==> src/rtl/xor_comar_vec_if.sv <==
// xor_comar_vec_if: valid/ready bus carrying shares, masks and the shared result for xor_comar_vec
interface xor_comar_vec_if #(parameter int WIDTH = 8);
  logic               in_valid;
  logic               in_ready;
  logic [2*WIDTH-1:0] a;
  logic [2*WIDTH-1:0] b;
  logic [2*WIDTH-1:0] r_in;
  logic [4*WIDTH-1:0] r_mid;
  logic               out_valid;
  logic               out_ready;
  logic [2*WIDTH-1:0] c;
  modport master (output in_valid, a, b, r_in, r_mid, out_ready, input in_ready, out_valid, c);
  modport slave (input in_valid, a, b, r_in, r_mid, out_ready, output in_ready, out_valid, c);
endinterface

==> src/rtl/xor_comar_vec.sv <==
// xor_comar_vec: WIDTH-lane 2-share masked XOR (refresh, re-mask, fold) in a 2-stage valid/ready pipe; XOR_COMAR_ZEROIZE_EN zeroes idle data regs
module xor_comar_vec #(parameter int WIDTH = 8) (
  input logic            clk,
  input logic            rst,
  xor_comar_vec_if.slave bus
);
  localparam int W = WIDTH;
  logic         r_s1_v, r_s2_v;
  logic [4*W-1:0] r_s1;
  logic [5*W-1:0] r_s2;
  logic [W-1:0] w_m0, w_m1, w_m2, w_m3;
  logic [4*W-1:0] w_s1_d;
  logic [5*W-1:0] w_s2_d;
  logic         w_adv1, w_adv2, w_acc, w_mv;
  assign w_adv2 = !r_s2_v || bus.out_ready;
  assign w_adv1 = !r_s1_v || w_adv2;
  assign w_acc = bus.in_valid && w_adv1;
  assign w_mv = r_s1_v && w_adv2;
  assign bus.in_ready = w_adv1;
  assign bus.out_valid = r_s2_v;
  genvar i;
  for (i = 0; i < W; i++) begin : g_lane
    assign w_m0[i] = bus.r_mid[4*i];
    assign w_m1[i] = bus.r_mid[4*i+1];
    assign w_m2[i] = bus.r_mid[4*i+2];
    assign w_m3[i] = bus.r_mid[4*i+3];
  end
  // S1 = {a0, a1, b0, b1}; every share is refreshed on its own so no two shares meet before the register
  assign w_s1_d = {bus.a[W-1:0] ^ bus.r_in[W-1:0], bus.a[2*W-1:W] ^ bus.r_in[W-1:0],
                   bus.b[W-1:0] ^ bus.r_in[2*W-1:W], bus.b[2*W-1:W] ^ bus.r_in[2*W-1:W]};
  // S2 = {x0, x1, x2, x3, sum}; sum carries the re-mask bits so the fold stays balanced
  assign w_s2_d = {r_s1[4*W-1:3*W] ^ w_m0, r_s1[3*W-1:2*W] ^ w_m1,
                   r_s1[2*W-1:W] ^ w_m2, r_s1[W-1:0] ^ w_m3, w_m0 ^ w_m1 ^ w_m2 ^ w_m3};
  assign bus.c = {r_s2[W-1:0], r_s2[5*W-1:4*W] ^ r_s2[4*W-1:3*W] ^ r_s2[3*W-1:2*W] ^ r_s2[2*W-1:W]};
  // stage valid flags: a stage refills or empties whenever it is allowed to advance
  always_ff @(posedge clk) begin
    if (rst) begin
      r_s1_v <= 1'b0;
      r_s2_v <= 1'b0;
    end else begin
      if (w_adv1) r_s1_v <= bus.in_valid;
      if (w_adv2) r_s2_v <= r_s1_v;
    end
  end
`ifdef XOR_COMAR_ZEROIZE_EN
  // data regs: load on transfer, otherwise clear when the stage advances without a new word
  always_ff @(posedge clk) begin
    if (rst) begin
      r_s1 <= '0;
      r_s2 <= '0;
    end else begin
      r_s1 <= w_acc ? w_s1_d : w_adv1 ? '0 : r_s1;
      r_s2 <= w_mv ? w_s2_d : w_adv2 ? '0 : r_s2;
    end
  end
`else
  // data regs: load only on transfer so held words are never re-masked while stalled
  always_ff @(posedge clk) begin
    if (w_acc) r_s1 <= w_s1_d;
    if (w_mv) r_s2 <= w_s2_d;
  end
`endif
endmodule

==> src/flat_wrapper.sv <==
// flat-port wrapper written by rule: the top's interface ports become plain ports
module xor_comar_vec_flat 
#(parameter int WIDTH = 8)
  (clk, rst, bus_in_valid, bus_a, bus_b, bus_r_in, bus_r_mid, bus_out_ready, bus_in_ready, bus_out_valid, bus_c);
  xor_comar_vec_if #(.WIDTH(WIDTH)) bus_i ();
  input logic clk;
  input logic rst;
  input wire logic [$bits(bus_i.in_valid)-1:0] bus_in_valid;
  input wire logic [$bits(bus_i.a)-1:0] bus_a;
  input wire logic [$bits(bus_i.b)-1:0] bus_b;
  input wire logic [$bits(bus_i.r_in)-1:0] bus_r_in;
  input wire logic [$bits(bus_i.r_mid)-1:0] bus_r_mid;
  input wire logic [$bits(bus_i.out_ready)-1:0] bus_out_ready;
  output wire logic [$bits(bus_i.in_ready)-1:0] bus_in_ready;
  output wire logic [$bits(bus_i.out_valid)-1:0] bus_out_valid;
  output wire logic [$bits(bus_i.c)-1:0] bus_c;
  assign bus_i.in_valid = bus_in_valid;
  assign bus_i.a = bus_a;
  assign bus_i.b = bus_b;
  assign bus_i.r_in = bus_r_in;
  assign bus_i.r_mid = bus_r_mid;
  assign bus_i.out_ready = bus_out_ready;
  assign bus_in_ready = bus_i.in_ready;
  assign bus_out_valid = bus_i.out_valid;
  assign bus_c = bus_i.c;
  xor_comar_vec #(.WIDTH(WIDTH)) u_core (.clk(clk), .rst(rst), .bus(bus_i));
endmodule
==> config.mk <==
export PLATFORM = sky130hd
export DESIGN_NAME = xor_comar_vec_flat
export DESIGN_NICKNAME = d
export VERILOG_FILES = /design/src/rtl/xor_comar_vec_if.sv /design/src/rtl/xor_comar_vec.sv /design/src/flat_wrapper.sv
export SDC_FILE = /design/constraint.sdc
export NUM_CORES = 1
export LEC_CHECK = 0
export ABC_AREA = 1
export BUFFER_PORTS_ARGS = -buffer_cell sky130_fd_sc_hd__buf_2
export CORE_MARGIN = 4
export CORE_UTILIZATION = 50
export CTS_CLUSTER_DIAMETER = 120
export DETAILED_ROUTE_END_ITERATION = 10
export PLACE_DENSITY = 0.76
export SYNTH_ARGS = -nofsm -noshare
export SYNTH_HDL_FRONTEND = slang
export SYNTH_SLANG_ARGS = --single-unit
==> constraint.sdc <==
create_clock -name clk -period 6.98 [get_ports clk]
set_clock_uncertainty 0.05 [all_clocks]
set_input_delay 1.396 -clock clk [delete_from_list [all_inputs] [get_ports clk]]
set_output_delay 1.396 -clock clk [all_outputs]
set_load 0.01 [all_outputs]
======== Yosys cells after proc, flatten, opt, wreduce, memory -nomap -nowiden ========
Cells that the tools add are included.
cells by class
  bitwise logic cells ..................... 14
  reductions and logical operators ........ 6
operators with widths
  operator             number
  $xor A8 B8 Y8        14
  $logic_and A1 B1 Y1  2
  $logic_not A1 Y1     2
  $logic_or A1 B1 Y1   2
storage, ports and cells
  bits in registers ....................... 74
  output and inout bits ................... 18
  logic and storage cells ................. 24

======== Logic depth before layout (Yosys ltp) ========
  depth in word-level cells ............... 4
  depth in mapped cells ................... 5
  mapped depth without buffers ............ 5

======== Least setup slack after synthesis ========
Ideal clock, no wire load.
  path kind ............................... in2reg
  from .................................... input port bus_out_ready
  to ...................................... register u_core.r_s2[0], enable pin
  arrival time ............................ 3.420 ns
  path slack .............................. 3.059 ns
  stages .................................. 2
  cell sequence ........................... inv_1 a21oi_1
on the way
  word-level cells in the longest chain between the ends .. 2
ends and longest elaborated chain
  what                   line                 RTL
  start, declared        flat_wrapper.sv:13   input wire logic [$bits(bus_i.out_ready)-1:0] bus_out_ready;
  $logic_or A1 B1 Y1     xor_comar_vec.sv:15  assign w_adv2 = !r_s2_v || bus.out_ready;
  $logic_and A1 B1 Y1    xor_comar_vec.sv:18  assign w_mv = r_s1_v && w_adv2;
  named net u_core.w_mv  xor_comar_vec.sv:14  logic w_adv1, w_adv2, w_acc, w_mv;
  end signal, assigned   xor_comar_vec.sv:60  if (w_mv) r_s2 <= w_s2_d;
  end, declared          xor_comar_vec.sv:10  logic [5*W-1:0] r_s2;
The timed path passes the listed nets, and every way through them passes these cells.
A chain may end at the register's enable or synchronous reset.

======== Worst setup path in the final report ========
  from .................................... input port bus_out_ready
  to ...................................... output port bus_in_ready
on the way
  word-level cells in the longest chain between the ends .. 2
ends and longest elaborated chain
  what                line                 RTL
  $logic_or A1 B1 Y1  xor_comar_vec.sv:15
  $logic_or A1 B1 Y1  xor_comar_vec.sv:16  assign w_adv1 = !r_s1_v || w_adv2;
  end, declared       flat_wrapper.sv:14   output wire logic [$bits(bus_i.in_ready)-1:0] bus_in_ready;
Every way passes these cells.

==> flow_summary.json <==
{
  "run_status": "completed",
  "nNetsFinal": 585,
  "drt-initial-drc-count": 94,
  "cts_tree": "done",
  "synth_top_area_cell": "edfxtp_1",
  "htreeDepth": 3,
  "power_density_mw_per_mm2": 224,
  "p_total_mw": 1.04,
  "arrival_ps": 1870,
  "dieArea_mm2": 0.00917,
  "grt_pass1_vias": 2751,
  "fmax_mhz": 301,
  "critPathCaptureType": "output pin",
  "cts-root-buf": "clkbuf_8",
  "drive_above_1_share_pct": 23.4,
  "leakagePower_nw": 2.33,
  "ios": 102,
  "numCtsBuffers": 9,
  "die_w_um": 95.8,
  "synth.distinct_cells": 10,
  "fin_crit_sh_pct": 47.5,
  "antenna_found_initial": 0,
  "grt_overflow": 0,
  "cp_max_fo": 3,
  "synth_nets": 480,
  "maxCapViolations": 0,
  "fin_util_pct": 63.1,
  "ant_nets": 0,
  "drt_first_pass_iters": 4,
  "dp_hpwl_um": 5210,
  "drt_wl_total_um": 6600,
  "row_count": 31,
  "finalHoldViolations": 0,
  "cts_setup_buffers": 0,
  "n_antenna_cell": 0,
  "track_usage_pct": 14.7,
  "vias": 2691,
  "yosys.area.top_type_share_pct": 56.1,
  "worstSetupPathType": "input port to output pin",
  "start_kind": "input port",
  "detail_route.wl_per_cell_um": 10.9,
  "clockBufferDepth": 2,
  "grt_start_max_net_pins": 41,
  "die_h_um": 95.8,
  "ys_warn_count": 0,
  "synthTopCellsByArea": "edfxtp_1 (56%), xor2_1 (15%), nand2_1 (13%), inv_1 (6.6%), xnor2_1 (3.6%)",
  "synth_seq_cells": 74,
  "clkTransAtPathRegs_ps": 70,
  "area_growth_pct": 20.7,
  "finalSetupViolCount": 0,
  "grt_pass1_wl_um": 10300,
  "route.detailed.drc": 0,
  "synthesis.area_mm2": 0.00385,
  "ir_drop_uv": 153,
  "worstPathRequired_ps": 5530,
  "cts_hold_buf": 0,
  "avgSynthCellArea_um2": 9.73,
  "gp_congestion": 0.839,
  "cts_resized": 0,
  "port_buffers": 101,
  "slew-limit-headroom_pct": 19.0,
  "avgViaCountPerCell": 4.46,
  "worstHoldPathType": "register to register",
  "min_period_ps": 3320,
  "finalMaxSlewViolations": 0,
  "seq_area_frac_synth_pct": 57.2,
  "insertion_delay_ps": 330,
  "setup_tns_ps": 0,
  "max_slew.worst_pin.slew_ps": 1210,
  "synthCells": 396,
  "rsz0062_at_grt": "false",
  "initial_core_util_pct": 52.3,
  "cts_sinks": 74,
  "core-area_mm2": 0.00737
}
through the flow:
stage	setup WS, ps	hold slack, ps	instance area [µm²]	instances
after floorplan	3060	407	3850	396
after detailed placement	3660	453	4440	589
after global routing	3630	487	4650	604
after global placement	3680	430	4440	589
after CTS	3660	465	4650	604
final	3660	458	4650	604
sequential cells by signal, indices dropped and copies added (netlist names):
register	count
u_core.bus.out_valid	1
u_core.r_s1	32
u_core.r_s1_v	1
u_core.r_s2	40
critical path, cell delays in order:
cell and delay, ps:
buf_2 90, inv_1 120, nand3_2 100, buf_2 150
path summary, 6_finish.rpt:
check	startpoint	to	slack (ps)	cells after the start
hold / removal	u_core.r_s1_v	u_core.r_s1_v	460	2
setup reg to reg	u_core.bus.out_valid	u_core.r_s1[18]	5140	3
hold reg to reg	u_core.r_s1_v	u_core.r_s1_v	460	2
setup / recovery	bus_out_ready	bus_in_ready	3660	4
power by group:
group	switching (mW)	internal [mW]
combinational	0.0796	0.0645
sequential	0.0159	0.533
clock	0.150	0.199
total	0.246	0.796
layer usage:
layer	up-vias	global-route usage, %	part of all wire (%)
li1	1404	-	-
met1	1212	13.1	35
met2	64	29.4	58
met3	11	4.38	5.0
met4	0	6.99	1.6
met5	-	0	0
layout by cell type (no fill, tap or decap):
| master | netlist | layout |
|---|---|---|
| a21oi_1 | 3 | 2 |
| xnor2_1 | 16 | 16 |
| edfxtp_1 | 72 | 72 |
| nand2_1 | 130 | 130 |
| dfxtp_1 | 2 | 2 |
| nor2_1 | 32 | 32 |
| bufinv_16 | 0 | 2 |
| xor2_1 | 64 | 64 |
| inv_1 | 68 | 68 |
| clkinv_2 | 0 | 1 |
| clkbuf_8 | 0 | 9 |
| buf_2 | 0 | 101 |
| buf_4 | 8 | 1 |
| nand3_2 | 1 | 1 |
| a21oi_4 | 0 | 1 |
| clkinvlp_4 | 0 | 2 |
| clkbuf_1 | 0 | 1 |
layout make-up:
cell class / count / area, µm²
fill: 601 / 2720
clock inverter: 5 / 80.1
multi-input combinational: 246 / 1350
sequential: 74 / 2200
timing repair buffer: 102 / 513
clock buffer: 10 / 128
inverter: 68 / 255
tap: 99 / 124
Yosys cell counts:
| cell | instances |
|---|---|
| buf_4 | 8 |
| dfxtp_1 | 2 |
| inv_1 | 68 |
| a21oi_1 | 3 |
| edfxtp_1 | 72 |
| xor2_1 | 64 |
| nand2_1 | 130 |
| xnor2_1 | 16 |
| nand3_2 | 1 |
| nor2_1 | 32 |
kinds of logic (layout without fill, tap and decap cells):
| family | Yosys count | in the layout | synth area share, % |
|---|---|---|---|
| simple gates | 163 | 163 | 16.0 |
| xor+xnor | 80 | 80 | 18.2 |
| buf+inv | 76 | 185 | 8.19 |
| flops | 74 | 74 | 57.2 |
| compound gates | 3 | 3 | 0.390 |
Power figures use the tool's default switching activity.
